**config.mk**
```make
export PLATFORM = sky130hd
export DESIGN_NAME = sram_to_axi_master
export DESIGN_NICKNAME = d
export VERILOG_FILES = /design/src/rtl/sram_to_axi_master.sv
export SDC_FILE = /design/constraint.sdc
export NUM_CORES = 1
export LEC_CHECK = 0
export ABC_AREA = 1
export CORE_AREA = 2 2 176 178
export DETAILED_ROUTE_END_ITERATION = 8
export DIE_AREA = 0 0 178 180
export PLACE_DENSITY = 0.64
export SYNTH_ARGS = -nofsm -noshare
export SYNTH_HDL_FRONTEND = slang
export SYNTH_SLANG_ARGS = --single-unit
```
**constraint.sdc**
```tcl
create_clock -name CLK -period 2.35 [get_ports CLK]
set_input_delay 0.235 -clock CLK [delete_from_list [all_inputs] [get_ports CLK]]
set_output_delay 0.235 -clock CLK [all_outputs]
set_load 0.02 [all_outputs]
```
**src/rtl/sram_to_axi_master.sv**
```systemverilog
// sram_to_axi_master: bridges a simple request/response port onto AXI4
// using single-beat 64-bit transactions, one transaction in flight.
module sram_to_axi_master #(
   parameter logic [3:0] AXI_ID = 4'h0
) (
   input  logic        CLK,
   input  logic        RESETn,
   input  logic        REQ_VALID,
   output logic        REQ_READY,
   input  logic        REQ_WE,
   input  logic [31:0] REQ_ADDR,
   input  logic [63:0] REQ_WDATA,
   input  logic [7:0]  REQ_WSTRB,
   output logic        RSP_VALID,
   output logic [63:0] RSP_RDATA,
   output logic        RSP_ERR,
   output logic [3:0]  AWID,
   output logic [31:0] AWADDR,
   output logic [7:0]  AWLEN,
   output logic [2:0]  AWSIZE,
   output logic [1:0]  AWBURST,
   output logic        AWLOCK,
   output logic [3:0]  AWCACHE,
   output logic [2:0]  AWPROT,
   output logic        AWVALID,
   input  logic        AWREADY,
   output logic [63:0] WDATA,
   output logic [7:0]  WSTRB,
   output logic        WLAST,
   output logic        WVALID,
   input  logic        WREADY,
   input  logic [3:0]  BID,
   input  logic [1:0]  BRESP,
   input  logic        BVALID,
   output logic        BREADY,
   output logic [3:0]  ARID,
   output logic [31:0] ARADDR,
   output logic [7:0]  ARLEN,
   output logic [2:0]  ARSIZE,
   output logic [1:0]  ARBURST,
   output logic        ARLOCK,
   output logic [3:0]  ARCACHE,
   output logic [2:0]  ARPROT,
   output logic        ARVALID,
   input  logic        ARREADY,
   input  logic [3:0]  RID,
   input  logic [63:0] RDATA,
   input  logic [1:0]  RRESP,
   input  logic        RLAST,
   input  logic        RVALID,
   output logic        RREADY
);

   typedef enum logic [2:0] {
      IDLE, WR_REQ, WR_RESP, RD_REQ, RD_DATA, DONE
   } state_e;

   state_e      state_q, state_d;
   logic [28:0] addr_q, addr_d;
   logic [63:0] wdata_q, wdata_d;
   logic [7:0]  wstrb_q, wstrb_d;
   logic        aw_done_q, aw_done_d;
   logic        w_done_q, w_done_d;
   logic [63:0] rdata_q, rdata_d;
   logic        err_q, err_d;

   // IDs are never checked and the low address bits are dropped
   logic unused_sigs;
   assign unused_sigs = ^{BID, RID, REQ_ADDR[2:0]};

   always_ff @(posedge CLK or negedge RESETn) begin
      if (!RESETn) begin
         state_q   <= IDLE;
         addr_q    <= '0;
         wdata_q   <= '0;
         wstrb_q   <= '0;
         aw_done_q <= 1'b0;
         w_done_q  <= 1'b0;
         rdata_q   <= '0;
         err_q     <= 1'b0;
      end else begin
         state_q   <= state_d;
         addr_q    <= addr_d;
         wdata_q   <= wdata_d;
         wstrb_q   <= wstrb_d;
         aw_done_q <= aw_done_d;
         w_done_q  <= w_done_d;
         rdata_q   <= rdata_d;
         err_q     <= err_d;
      end
   end

   always_comb begin
      state_d   = state_q;
      addr_d    = addr_q;
      wdata_d   = wdata_q;
      wstrb_d   = wstrb_q;
      aw_done_d = aw_done_q;
      w_done_d  = w_done_q;
      rdata_d   = rdata_q;
      err_d     = err_q;
      REQ_READY = 1'b0;
      RSP_VALID = 1'b0;
      AWVALID   = 1'b0;
      WVALID    = 1'b0;
      BREADY    = 1'b0;
      ARVALID   = 1'b0;
      RREADY    = 1'b0;
      unique case (state_q)
         IDLE: begin
            REQ_READY = 1'b1;
            if (REQ_VALID) begin
               addr_d  = REQ_ADDR[31:3];
               wdata_d = REQ_WDATA;
               wstrb_d = REQ_WSTRB;
               state_d = REQ_WE ? WR_REQ : RD_REQ;
            end
         end
         WR_REQ: begin
            AWVALID   = ~aw_done_q;
            WVALID    = ~w_done_q;
            // each channel retires on its own handshake
            aw_done_d = aw_done_q | AWREADY;
            w_done_d  = w_done_q | WREADY;
            if (aw_done_d && w_done_d) begin
               aw_done_d = 1'b0;
               w_done_d  = 1'b0;
               state_d   = WR_RESP;
            end
         end
         WR_RESP: begin
            BREADY = 1'b1;
            if (BVALID) begin
               err_d   = |BRESP;
               state_d = DONE;
            end
         end
         RD_REQ: begin
            ARVALID = 1'b1;
            if (ARREADY) state_d = RD_DATA;
         end
         RD_DATA: begin
            RREADY = 1'b1;
            if (RVALID) begin
               rdata_d = RDATA;
               err_d   = (|RRESP) | ~RLAST;
               state_d = DONE;
            end
         end
         DONE: begin
            RSP_VALID = 1'b1;
            state_d   = IDLE;
         end
         default: state_d = IDLE;
      endcase
   end

   assign AWID      = AXI_ID;
   assign AWADDR    = {addr_q, 3'b000};
   assign AWLEN     = 8'd0;
   assign AWSIZE    = 3'd3;
   assign AWBURST   = 2'b01;
   assign AWLOCK    = 1'b0;
   assign AWCACHE   = 4'd0;
   assign AWPROT    = 3'd0;
   assign WDATA     = wdata_q;
   assign WSTRB     = wstrb_q;
   assign WLAST     = 1'b1;
   assign ARID      = AXI_ID;
   assign ARADDR    = {addr_q, 3'b000};
   assign ARLEN     = 8'd0;
   assign ARSIZE    = 3'd3;
   assign ARBURST   = 2'b01;
   assign ARLOCK    = 1'b0;
   assign ARCACHE   = 4'd0;
   assign ARPROT    = 3'd0;
   assign RSP_RDATA = rdata_q;
   assign RSP_ERR   = err_q;

endmodule

```
==> results <==
registers in the layout (all words and copies together) (netlist names):
signal	cells
WDATA	64
RSP_ERR	1
state_q	3
WSTRB	8
w_done_q	1
addr_q	29
aw_done_q	1
RSP_RDATA	64
logic make-up (layout without fill, tap and decap cells):
family	after synthesis	in the layout	synth area share (%)
AND/OR/NAND/NOR	535	535	29.8
other	2	58	0.0991
buffers and inverters	152	438	13.0
flip-flops	171	171	56.5
AO/OA/AOI/OAI	8	8	0.562
per-layer routing:
layer  up-vias  wire [um]
met1      3182      10400
met2       298      11600
met4         2        389
li1       3268          -
met5         -          9
met3        20       2200
cell type report:
| class | instances | area share [%] |
|---|---|---|
| antenna | 1 | 0.0210 |
| sequential | 171 | 35.9 |
| multi-input combinational | 600 | 21.2 |
| timing repair buffer | 393 | 33.4 |
| inverter | 13 | 0.409 |
| clock buffer | 18 | 3.60 |
| clock inverter | 14 | 1.42 |
| tap | 396 | 4.15 |
per-stage QoR:
step	cell area, um2	util, %	setup WS [ps]	power [mW]
final	11900	39.5	192	16.3
after global routing	11900	39.5	70.6	17.5
after CTS	11900	39.5	55.5	16.6
after detailed placement	11300	37.5	424	13.6
after global placement	11300	37.5	437	13.5
after floorplan	7780	-	976	9.65
Yosys cell counts (2+ instances only):
cell type  instances  area share, %
buf_1              5           0.25
o21ai_0            5           0.33
nand3_1          168             11
buf_2             26            1.7
a21oi_1            2           0.13
clkbuf_1          12           0.59
inv_1             10           0.50
nor2_2             2           0.17
buf_6              6           0.89
nand4_1            2           0.17
buf_4             90            8.9
dfrtp_1          171             56
nand3b_1           2           0.20
inv_2              3           0.15
nor2_1             7           0.35
nand2_1          349             17
conb_1             2          0.099
final timing paths:
check	slack, ps	start	cells after the start	end
max reg2reg	460	state_q[1]	8	WDATA[5]
max in group asynchronous	1250	RESETn	3	addr_q[4]
min reg2reg	470	RSP_RDATA[17]	2	RSP_RDATA[17]
min in group asynchronous	400	RESETn	2	WDATA[0]
min	160	RVALID	3	RSP_RDATA[54]
max	190	state_q[1]	4	REQ_READY
what timing repair did:
action                                  4_1_cts  5_1_grt
hold endpoints to repair                     63        0
endpoints found under the setup margin        3        3
resized for setup                             2        3
hold buffers                                  1        0
worst reg2reg max path: stages, from the launching register on:
cell,delay (ps)
dfrtp_1,440
nor2_2,160
inv_2,60
nor2_4,160
buf_12,300
nand2_4,140
buf_4,310
nand2_1,170
nand2_1,60
power groups by stage:
stage | clock [mW] | sequential, mW | combinational (mW)
finish | 2.92 | 5.09 | 8.33
global route | 3.18 | 5.26 | 9.06
CTS | 3.04 | 5.10 | 8.48
detailed placement | 0 | 5.13 | 8.47
global placement | 0 | 5.09 | 8.41
floorplan | 0 | 6.70 | 2.95
==> flow_summary.toml <==
[run_status]
outcome = "completed"

[placement]
place_congestion = 0.771
dp.cells = 1572
port_buffers = 380
dp.final_hpwl_um = 17300

[cells_and_area]
layout_commonest_cell = "clkdlybuf4s50_1"
drive_gt1_share_pct = 4.63
fin_nets = 1386
final_cell_mix = "clkdlybuf4s50_1, nand2_1, dfrtp_1, nand3_1, conb_1"
num-fill-cells = 3060
area_delta_synth_final_pct = 57.5
seq_area_mm2 = 0.00428
layout.cells.non_filler = 1606
multi_input_area_mm2 = 0.00253

[grt]
grt_pass1_vias = 6618
use_met3_pct = 5.29
globalRouteMet2Util_pct = 25.0
grt_busiest_layer = "met2"
antenna_found_initial = 1
track_usage_pct = 15.2
grt_pass1_wl_um = 37700
grt_max_degree = 80
gr-usage-met1_pct = 18.8
overflow = 0

[setup_path]
crit_chain = "nor2_2 -> inv_2 -> nor2_4 -> clkdlybuf4s50_1"
startpoint_type = "flop"
arrival_ps = 1920
critPathRequiredTime_ps = 2120
cpMaxStageDelayCell = "clkdlybuf4s50_1"
path_max_fanout = 5
path_delay_family = "buffers and inverters"
crit_buf_inv = 2
critical_path.endpoint_type = "output pin"
slowest_delay_ps = 680
worstSetupPathType = "flop to output pin"

[synthesis]
synth.distinct_cells = 23
yosysWarningCount = 0
seq_area_frac_synth_pct = 56.5
async_reset_ff_share_pct = 100
synth-seq-cells = 171
syn_area_mm2 = 0.00758
syn_area_per_cell_um2 = 8.73
synth_edf_count = 0
synth_flop_cell = "dfrtp_1"
syn-instance-count = 868

[sta]
fin_crit_sh_pct = 91.8
final-setup-viol-count = 0
skew_ps = 11.1
rsz0062_at_grt = "no"
fin_setup_tns_ps = 0
hold_viol_final = 0
drv_slew = 0
tightest_slew_ps = 724
holdWs_ps = 159
slew_headroom_pct = 51.7
maxClockFrequency_mhz = 463
fin_crit_ps = 2160

[clock_tree]
htree_num_levels = 4
cts_buffers = 17
cts_max_path_buffers = 2
root_buffer = "clkbuf_16"
clkTransAtPathRegs_ps = 70
clock-sinks = 171
cts_tree = "done"
clk_latency_ps = 430
post_cts_buffers = 0

[detailed_routing]
via_per_inst = 4.22
first_iter_violations = 430
num_vias = 6770
dr.pass1.iters = 4
wire_per_inst_um = 15.3
ant_nets = 0
drc_errors = 0
finalWirelength_um = 24600

[run]
maxCapViolCount = 0

[power_and_ir_drop]
p_sw_mw = 6.83
leakagePower_nw = 5.78
p_per_area_mw_per_mm2 = 1370
p_comb_share_pct = 51.0
p_seq_share_pct = 31.2
internal_power_mw = 9.50
switching_share_pct = 41.8
ir_worst_vdd_mv = 0.604
clockPowerShare_pct = 17.9

[floorplan]
std_cell_rows = 64
die_h_um = 180
initial_core_util_pct = 25.1
dieWidth_um = 178
core_mm2 = 0.0302
dieArea_mm2 = 0.0320
io_pins = 449

[worst_hold_path]
hp-class = "primary input to flop"
No activity file was read; power rests on OpenSTA's default activity.
